**src/rtl/vga_timing_pkg.sv**
```systemverilog
// Shared VGA timing defaults, frame-total derivation and RGB colour constants.
package vga_timing_pkg;

  localparam int unsigned H_DISPLAY_DEF    = 640;
  localparam int unsigned H_FRONT_DEF      = 16;
  localparam int unsigned H_SYNC_DEF       = 96;
  localparam int unsigned H_BACK_DEF       = 48;
  localparam int unsigned V_DISPLAY_DEF    = 480;
  localparam int unsigned V_FRONT_DEF      = 10;
  localparam int unsigned V_SYNC_DEF       = 2;
  localparam int unsigned V_BACK_DEF       = 33;
  localparam int unsigned CLK_DIV_DEF      = 4;
  localparam int unsigned SCREEN_WIDTH_DEF = 10;
  localparam int unsigned FRAME_CNT_W      = 8;

  // Total period of one axis: visible + front porch + sync + back porch.
  function automatic int unsigned timing_total(input int unsigned disp,
                                               input int unsigned front,
                                               input int unsigned sync,
                                               input int unsigned back);
    return disp + front + sync + back;
  endfunction

  localparam int unsigned H_TOTAL_DEF =
    timing_total(H_DISPLAY_DEF, H_FRONT_DEF, H_SYNC_DEF, H_BACK_DEF);
  localparam int unsigned V_TOTAL_DEF =
    timing_total(V_DISPLAY_DEF, V_FRONT_DEF, V_SYNC_DEF, V_BACK_DEF);

  localparam int unsigned RGB_CH_W = 4;

  typedef struct packed {
    logic [RGB_CH_W-1:0] r;
    logic [RGB_CH_W-1:0] g;
    logic [RGB_CH_W-1:0] b;
  } rgb_t;

  localparam rgb_t RGB_BLACK = '{r: 4'h0, g: 4'h0, b: 4'h0};
  localparam rgb_t RGB_WHITE = '{r: 4'hf, g: 4'hf, b: 4'hf};
  localparam rgb_t RGB_RED   = '{r: 4'hf, g: 4'h0, b: 4'h0};
  localparam rgb_t RGB_GREEN = '{r: 4'h0, g: 4'hf, b: 4'h0};
  localparam rgb_t RGB_BLUE  = '{r: 4'h0, g: 4'h0, b: 4'hf};

endpackage

```
**src/rtl/vga_pix_tick.sv**
```systemverilog
// Pixel-rate enable: one-cycle p_tick every CLK_DIV sys_clk cycles.
// tick_c is the early (pre-edge) form used to advance the counters in lockstep.
module vga_pix_tick #(
  parameter int unsigned CLK_DIV = 4
) (
  input  logic sys_clk,
  input  logic sys_rst_n,
  output logic tick_c,
  output logic p_tick
);

  localparam int unsigned DIV_W = (CLK_DIV > 1) ? $clog2(CLK_DIV) : 1;

  generate
    if (CLK_DIV < 2) begin : g_div_chk
      $error("vga_pix_tick: CLK_DIV must be at least 2");
    end
  endgenerate

  logic [DIV_W-1:0] div_cnt;

  assign tick_c = (div_cnt == DIV_W'(CLK_DIV - 1));

  // Tick registers on the edge where the divider wraps, i.e. the CLK_DIV-th edge.
  always_ff @(posedge sys_clk or negedge sys_rst_n) begin
    if (!sys_rst_n) begin
      div_cnt <= '0;
      p_tick  <= 1'b0;
    end else begin
      div_cnt <= tick_c ? '0 : div_cnt + DIV_W'(1);
      p_tick  <= tick_c;
    end
  end

endmodule

```
**src/rtl/vga_sync_gen.sv**
```systemverilog
// VGA raster counters and registered sync/blank/frame decode.
// Optional frame_cnt output enabled by `define VGA_SYNC_FRAME_CNT_EN.
module vga_sync_gen
  import vga_timing_pkg::*;
#(
  parameter int unsigned H_DISPLAY    = H_DISPLAY_DEF,
  parameter int unsigned H_FRONT      = H_FRONT_DEF,
  parameter int unsigned H_SYNC       = H_SYNC_DEF,
  parameter int unsigned H_BACK       = H_BACK_DEF,
  parameter int unsigned V_DISPLAY    = V_DISPLAY_DEF,
  parameter int unsigned V_FRONT      = V_FRONT_DEF,
  parameter int unsigned V_SYNC       = V_SYNC_DEF,
  parameter int unsigned V_BACK       = V_BACK_DEF,
  parameter int unsigned CLK_DIV      = CLK_DIV_DEF,
  parameter int unsigned SCREEN_WIDTH = SCREEN_WIDTH_DEF
) (
  input  logic                    sys_clk,
  input  logic                    sys_rst_n,
  output logic                    p_tick,
  output logic                    hsync,
  output logic                    vsync,
  output logic                    video_on,
  output logic [SCREEN_WIDTH-1:0] x,
  output logic [SCREEN_WIDTH-1:0] y,
  output logic                    frame_start
`ifdef VGA_SYNC_FRAME_CNT_EN
  ,
  output logic [FRAME_CNT_W-1:0]  frame_cnt
`endif
);

  localparam int unsigned W          = SCREEN_WIDTH;
  localparam int unsigned H_TOTAL    = timing_total(H_DISPLAY, H_FRONT, H_SYNC, H_BACK);
  localparam int unsigned V_TOTAL    = timing_total(V_DISPLAY, V_FRONT, V_SYNC, V_BACK);
  localparam int unsigned H_SYNC_BEG = H_DISPLAY + H_FRONT;
  localparam int unsigned H_SYNC_END = H_SYNC_BEG + H_SYNC;
  localparam int unsigned V_SYNC_BEG = V_DISPLAY + V_FRONT;
  localparam int unsigned V_SYNC_END = V_SYNC_BEG + V_SYNC;

  generate
    if (H_TOTAL > (64'd1 << SCREEN_WIDTH)) begin : g_h_width_chk
      $error("vga_sync_gen: H_TOTAL does not fit in SCREEN_WIDTH bits");
    end
    if (V_TOTAL > (64'd1 << SCREEN_WIDTH)) begin : g_v_width_chk
      $error("vga_sync_gen: V_TOTAL does not fit in SCREEN_WIDTH bits");
    end
  endgenerate

  logic tick_c;

  vga_pix_tick #(
    .CLK_DIV (CLK_DIV)
  ) u_pix_tick (
    .sys_clk   (sys_clk),
    .sys_rst_n (sys_rst_n),
    .tick_c    (tick_c),
    .p_tick    (p_tick)
  );

  logic [W-1:0] x_nxt;
  logic [W-1:0] y_nxt;
  logic         hsync_nxt;
  logic         vsync_nxt;
  logic         video_on_nxt;
  logic         frame_start_nxt;

  // Next raster position plus decode of that position, so registered
  // sync/blank outputs line up with the registered x/y they describe.
  always_comb begin
    x_nxt           = x;
    y_nxt           = y;
    hsync_nxt       = 1'b1;
    vsync_nxt       = 1'b1;
    video_on_nxt    = 1'b0;
    frame_start_nxt = 1'b0;

    if (tick_c) begin
      if (32'(x) == H_TOTAL - 1) begin
        x_nxt = '0;
        if (32'(y) == V_TOTAL - 1) begin
          y_nxt = '0;
        end else begin
          y_nxt = y + W'(1);
        end
      end else begin
        x_nxt = x + W'(1);
      end
    end

    // Comparisons done in 32 bits so a sync end equal to 2^W cannot alias to 0.
    hsync_nxt       = !((32'(x_nxt) >= H_SYNC_BEG) && (32'(x_nxt) < H_SYNC_END));
    vsync_nxt       = !((32'(y_nxt) >= V_SYNC_BEG) && (32'(y_nxt) < V_SYNC_END));
    video_on_nxt    = (32'(x_nxt) < H_DISPLAY) && (32'(y_nxt) < V_DISPLAY);
    frame_start_nxt = tick_c && (x_nxt == '0) && (y_nxt == '0);
  end

  // Reset parks the raster on the last pixel so the first tick lands on (0,0).
  always_ff @(posedge sys_clk or negedge sys_rst_n) begin
    if (!sys_rst_n) begin
      x           <= W'(H_TOTAL - 1);
      y           <= W'(V_TOTAL - 1);
      hsync       <= 1'b1;
      vsync       <= 1'b1;
      video_on    <= 1'b0;
      frame_start <= 1'b0;
    end else begin
      x           <= x_nxt;
      y           <= y_nxt;
      hsync       <= hsync_nxt;
      vsync       <= vsync_nxt;
      video_on    <= video_on_nxt;
      frame_start <= frame_start_nxt;
    end
  end

`ifdef VGA_SYNC_FRAME_CNT_EN
  logic first_seen;

  // The frame starting at reset release is frame 0; later frame starts count up.
  always_ff @(posedge sys_clk or negedge sys_rst_n) begin
    if (!sys_rst_n) begin
      first_seen <= 1'b0;
      frame_cnt  <= '0;
    end else if (frame_start_nxt) begin
      first_seen <= 1'b1;
      if (first_seen) begin
        frame_cnt <= frame_cnt + FRAME_CNT_W'(1);
      end
    end
  end
`endif

endmodule
```
**config.mk**
```make
export PLATFORM = sky130hd
export DESIGN_NAME = vga_sync_gen
export DESIGN_NICKNAME = d
export VERILOG_FILES = /design/src/rtl/vga_timing_pkg.sv /design/src/rtl/vga_pix_tick.sv /design/src/rtl/vga_sync_gen.sv
export SDC_FILE = /design/constraint.sdc
export NUM_CORES = 1
export LEC_CHECK = 0
export ABC_AREA = 1
export BUFFER_PORTS_ARGS = -buffer_cell sky130_fd_sc_hd__buf_4
export CORE_MARGIN = 2
export CORE_UTILIZATION = 56
export CTS_BUF_LIST = sky130_fd_sc_hd__clkbuf_8 sky130_fd_sc_hd__clkbuf_16
export CTS_CLUSTER_SIZE = 16
export DETAILED_ROUTE_END_ITERATION = 6
export GPL_TIMING_DRIVEN = 1
export PLACE_DENSITY = 0.82
export SLEW_MARGIN = 5
export SYNTH_ARGS = -nofsm -noshare
export SYNTH_HDL_FRONTEND = slang
export SYNTH_SLANG_ARGS = --single-unit
```
**constraint.sdc**
```tcl
create_clock -name sys_clk -period 2.01 [get_ports sys_clk]
set_input_delay 0.402 -clock sys_clk [delete_from_list [all_inputs] [get_ports sys_clk]]
set_output_delay 0.402 -clock sys_clk [all_outputs]
set_load 0.01 [all_outputs]
```
After elaboration in Yosys (flattened, before gate mapping) --
Index checks and enable logic that the tools add are counted.
Operators by class: add/sub/neg operators 3, magnitude comparators 6, equal/unequal tests 3, muxes and demuxes 6, reductions and logical operators 9
Operator list (number):
- 10-bit two-way mux | 5
- 10-bit by 1-bit adder with 10-bit output (second input constant) | 2
- 10-bit == test (second input constant) | 2
- 10-bit logical NOT | 2
- 10-bit < comparator (second input constant) | 2
- 10-bit by 9-bit < comparator with 1-bit output (second input constant) | 2
- 10-bit >= comparator (second input constant) | 1
- 10-bit by 9-bit >= comparator with 1-bit output (second input constant) | 1
- 1-bit logical AND | 5
- 2-bit by 1-bit adder with 2-bit output (second input constant) | 1
- 2-bit == test (second input constant) | 1
- 1-bit logical NOT | 2
- 2-bit two-way mux | 1
Word-level totals: register bits after elaboration 27

Logic depth before layout (Yosys ltp) --
depth after elaboration 7, depth in mapped cells 13, gate-level depth less buffers 12

Modules after synthesis --
Synthesis repeated with hierarchy kept, for this count alone.
Second synthesis, totals: cell total of the unflattened synthesis 237, area, all modules 1785.5 um^2
Modules (own cells, without submodules):
- vga_sync_gen | times used 1, cells an instance 232, area an instance 1694.1 um^2, sequential area each 615.6 um^2
- vga_pix_tick | times used 1, cells an instance 5, area an instance 91.3 um^2, sequential area each 75.1 um^2

Least setup slack after synthesis --
OpenSTA, ideal clock, no wires.
path kind register to register, start point register x[0], end point register video_on, data arrival time 1.727 ns, slack 0.167 ns, stages on the path, launching flop included 14, buffers on the path 1, period minus slack after synthesis 1.843 ns, cell sequence dfstp_2 > ha_1 > inv_1 > nor2_1 > inv_2 > nor2_4 > buf_6 > nand3_1 > nand2_1 > nand2_2 > nor2_1 > nand3_1 > nor2_1 > nor2_1
Between the ends: word-level cells in the longest chain between the ends 5
Ends and longest elaborated chain:
- from (decl) | RTL line vga_sync_gen.sv:23 | output logic [SCREEN_WIDTH-1:0] x,
- from (signal assigned) | RTL line vga_sync_gen.sv:100 | x <= W'(H_TOTAL - 1);
- from (signal assigned) | RTL line vga_sync_gen.sv:107 | x <= x_nxt;
- 10-bit by 1-bit adder with 10-bit output / 10-bit == test (equally long branches) | RTL line vga_sync_gen.sv:86, vga_sync_gen.sv:78
- 10-bit two-way mux | RTL line vga_sync_gen.sv:78 | if (32'(x) == H_TOTAL - 1) begin
- 10-bit two-way mux | RTL line vga_sync_gen.sv:77 | if (tick_c) begin
- 10-bit < comparator / 10-bit by 9-bit < comparator with 1-bit output (equally long branches) | RTL line vga_sync_gen.sv:93 | video_on_nxt = (32'(x_nxt) < H_DISPLAY) && (32'(y_nxt) < V_DISPLAY);
- 1-bit logical AND * | RTL line vga_sync_gen.sv:93
- named net video_on_nxt | RTL line vga_sync_gen.sv:64 | logic video_on_nxt;
- to (signal assigned) | RTL line vga_sync_gen.sv:111 | video_on <= video_on_nxt;
- to (decl) | RTL line vga_sync_gen.sv:22 | output logic video_on,
The timed path passes the listed nets; every way through them passes the cells marked *.

Worst setup path in the final report --
start point register x[1], end point register frame_start
Between the ends: word-level cells in the longest chain between the ends 6
Ends and longest elaborated chain:
- 10-bit by 1-bit adder with 10-bit output / 10-bit == test (equally long branches) | RTL line vga_sync_gen.sv:86, vga_sync_gen.sv:78
- 10-bit two-way mux | RTL line vga_sync_gen.sv:78
- 10-bit two-way mux | RTL line vga_sync_gen.sv:77
- 10-bit logical NOT | RTL line vga_sync_gen.sv:94 | frame_start_nxt = tick_c && (x_nxt == '0) && (y_nxt == '0);
- 1-bit logical AND | RTL line vga_sync_gen.sv:94
- 1-bit logical AND * | RTL line vga_sync_gen.sv:94
- named net frame_start_nxt | RTL line vga_sync_gen.sv:65 | logic frame_start_nxt;
- to (signal assigned) | RTL line vga_sync_gen.sv:112 | frame_start <= frame_start_nxt;
- to (decl) | RTL line vga_sync_gen.sv:25 | output logic frame_start
Marks and branches as above.

==> PnR_summary.wiki <==
{| class="wikitable"
! Metric !! Value
|-
| Met1 routed wirelength after detailed routing || 2040 µm
|-
| Transition time of the tightest slew-check pin || 0.338 ns
|-
| Final Slew Violations || 0
|-
| Overall overflow remaining after global route || 0
|-
| Min cycle time layout || 1.89 ns
|-
| Post-route standard cell area excluding fillers || 0.00219 mm²
|-
| Die Outline Area || 0.00364 mm²
|-
| Count of H-tree levels built during CTS || 1
|-
| Number of distinct standard cells referenced by the synthesized netlist || 23
|-
| Global-route wire length before repair || 7070 µm
|-
| Slowest CP cell || sky130_fd_sc_hd__dfstp_2
|-
| Net Sw Power || 186 µW
|-
| Worst hold margin || 0.0235 ns
|-
| Worst flop-to-flop path startpoint || x[1]
|-
| Number of global-route vias before repair || 1,574
|-
| Seq pwr share || 0.624
|-
| Endpoint arrival time on the critical path || 2.10 ns
|-
| Post-DRT Antenna Nets || 0
|-
| Portion of synthesized cell area occupied by the leading cell type || 0.211
|-
| CTS Buf Count || 3
|-
| Vertical die dimension || 60.3 µm
|-
| F_max || 0.529 GHz
|-
| Internal Pwr Total || 686 µW
|-
| Number of antenna violations at the first check in global routing || 0
|-
| Worst Path Buf+Inv || 3
|-
| Largest net degree at the start of global routing || 28
|-
| IO Pins || 27
|-
| Via count || 1,714
|-
| Layout fillers || 254
|-
| Clock group share of total power || 0.363
|-
| Nets@finish || 301
|-
| Worst Setup Path Type || register to register
|-
| Run status || finished, final reports clean
|-
| Most area-consuming cells after synthesis || sky130_fd_sc_hd__dfrtp_1, sky130_fd_sc_hd__dfstp_2, sky130_fd_sc_hd__nand2_1
|-
| Clock Latency Late Sink || 0.27 ns
|-
| Worst min path class || input port to asynchronous set/reset pin
|-
| Layout Utilization || 0.724
|-
| Growth of design area from synthesis to finish || 23.5%
|-
| Critical Path Fanout Max || 5
|-
| Clock tree sinks || 27
|-
| Combinational share of power || 0.013
|-
| Switch share || 0.213
|-
| Avg WL per Cell || 12.7 µm
|-
| TritonCTS clock tree || done
|-
| Register area share after synthesis || 0.389
|-
| VDD IR-drop max || 0.000360 V
|-
| Flip-flop and latch count after synthesis || 27
|-
| Port bufs || 26
|-
| Total count of hold-check failures in the final report || 0
|-
| DRC || 0
|-
| Met2 wirelength from detailed routing || 2000 µm
|-
| Post-DP Area || 0.00205 mm²
|-
| Worst slew margin || 0.775
|-
| Post-synthesis average cell area || 6.86 µm²
|-
| Die Wd || 60.3 µm
|-
| Clock Root Buffer || sky130_fd_sc_hd__clkbuf_8
|-
| Antenna Cells || 0
|-
| Commonest cells after routing, fill and taps aside || sky130_fd_sc_hd__nand2_1, sky130_fd_sc_hd__inv_1, sky130_fd_sc_hd__buf_4
|-
| Leakage || 1.16 nW
|-
| CP required || 2.22 ns
|-
| Cell type with the largest total area after synthesis || sky130_fd_sc_hd__dfrtp_1
|-
| Post-DP HPWL || 3300 µm
|-
| Total wire length || 4300 µm
|-
| Gate count after technology mapping || 259
|-
| Beginning of the critical path || x[1]
|-
| Max Used Layer || met4
|-
| Crit path capture type || register
|-
| Initial Util || 0.586
|-
| Placeable core region || 0.00303 mm²
|-
| Total power density per cell area || 398 mW/mm²
|-
| Kind of start point of the critical path || register
|-
| Maximum cell stage delay along the critical path || 0.58 ns
|-
| Layout cells sized above 1 || 0.293
|-
| Part of the cycle the worst path needs || 0.940
|-
| Most common cell after layout, fill and taps aside || sky130_fd_sc_hd__nand2_1
|-
| Weighted congestion reported at the end of routability-driven placement || 0.853
|-
| Initial drt markers || 105
|-
| Post-synthesis instance area || 0.00178 mm²
|-
| Num rows || 20
|-
| Number of search-and-repair iterations in the first detailed-routing pass || 4
|-
| Cell-by-cell trace of the critical path || ha_4, inv_1, nor2_2, buf_4, nand4_4, inv_2, nand2_4, nand3_1, nand2_2, nor2_2, nand2_1, nor2_1
|-
| Final setup violation count || 0
|-
| Max-Cap Viols || 0
|-
| Number of nets produced by synthesis || 265
|-
| Met3 routed wirelength || 226 µm
|-
| Deepest clock path buffer count || 2
|-
| Count of synthesis-stage warnings from yosys || 0
|-
| Setup Skew || 0.00240 ns
|-
| Unrepaired setup endpoints after global routing || true
|-
| Clock Pin Slew Worst Setup and Hold Paths || 0.10 ns
|-
| Via-per-instance ratio || 5.07
|-
| CP most frequent cell || sky130_fd_sc_hd__nor2_2
|-
| Overall routing resource usage || 0.259
|-
| CP delay by family, top || simple AND/OR/NAND/NOR gates
|}
[flip-flops by register name, summed over array words and instances (netlist names)]
| signal | flops |
|---|---|
| frame_start | 1 |
| x | 10 |
| u_pix_tick.div_cnt | 2 |
| y | 10 |
| video_on | 1 |
| hsync | 1 |
| u_pix_tick.p_tick | 1 |
| vsync | 1 |
[Yosys cell counts]
cell type / instances
sky130_fd_sc_hd__dfrtp_1: 15
sky130_fd_sc_hd__nor3_2: 1
sky130_fd_sc_hd__nor2_2: 3
sky130_fd_sc_hd__clkbuf_2: 1
sky130_fd_sc_hd__inv_1: 47
sky130_fd_sc_hd__nand4_1: 13
sky130_fd_sc_hd__buf_6: 1
sky130_fd_sc_hd__dfstp_2: 12
sky130_fd_sc_hd__nand2_2: 4
sky130_fd_sc_hd__nor3_1: 5
sky130_fd_sc_hd__xor2_1: 2
sky130_fd_sc_hd__o211ai_1: 1
sky130_fd_sc_hd__buf_4: 3
sky130_fd_sc_hd__nand3_1: 26
sky130_fd_sc_hd__nor2_1: 35
sky130_fd_sc_hd__o21ai_0: 3
sky130_fd_sc_hd__nand2_1: 70
sky130_fd_sc_hd__nor2_4: 1
sky130_fd_sc_hd__inv_2: 6
sky130_fd_sc_hd__ha_1: 4
sky130_fd_sc_hd__or2_0: 1
sky130_fd_sc_hd__nand3_2: 3
sky130_fd_sc_hd__nand4_2: 2
[through the flow]
stage	power, mW	worst slack, ns	setup TNS (ns)	instances
final	0.872	0.121	0	338
after floorplan	0.554	0.167	0	259
after CTS	0.876	0.0262	0	336
after detailed placement	0.566	-0.0707	-0.0707	332
after global placement	0.566	-0.0297	-0.0297	332
after global routing	0.900	-0.0379	-0.0583	338
[kinds of logic after synthesis]
kind of cell	synth area share
AND/OR/NAND/NOR	0.426
buffers and inverters	0.134
flip-flops	0.389
AO/OA/AOI/OAI	0.0127
adder cells (fa/ha/maj)	0.0282
XOR/XNOR	0.00987
[path summary, 6_finish.rpt]
check | to | slack (ns) | depth (start not counted)
worst min-delay path | u_pix_tick.p_tick | 0.02 | 1
worst max register to register | frame_start | 0.12 | 12
worst min register to register | u_pix_tick.div_cnt[0] | 0.44 | 1
max in group asynchronous | x[0] | 1.69 | 1
min in group sys_clk | u_pix_tick.div_cnt[0] | 0.44 | 1
worst max-delay path | frame_start | 0.12 | 12
[area by class of cell]
cell class	count	area, µm²	area share
well taps	44	55.1	0.0251
inverters	53	199	0.0908
repair buffers	36	274	0.125
clock inverters	1	7.51	0.00342
clock buffers	3	41.3	0.0188
multi-input cells	174	923	0.421
flip-flops and latches	27	692	0.316
[power groups by stage]
| stage | logic, mW | registers, mW | clock network [mW] |
|---|---|---|---|
| 2_1_floorplan | 0.000000645 | 0.554 | 0 |
| 3_3_place_gp | 0.0118 | 0.554 | 0 |
| 3_5_place_dp | 0.0122 | 0.554 | 0 |
| 4_1_cts | 0.0121 | 0.544 | 0.320 |
| 5_1_grt | 0.0136 | 0.544 | 0.342 |
| 6_report | 0.0113 | 0.544 | 0.317 |
[routing by layer]
metal,track usage,up-vias
li1,-,869
met1,0.391,794
met2,0.398,45
met3,0.0390,6
met4,0.0508,0
met5,0,-
[timing repair]
action / 4_1_cts / 5_1_grt
buffers inserted: 0 / 2
pin swaps: 0 / 7
hold buffers: 0 / 0
setup endpoints to repair: 2 / 3
resized for setup: 3 / 18
Power figures use the tool's default switching activity.
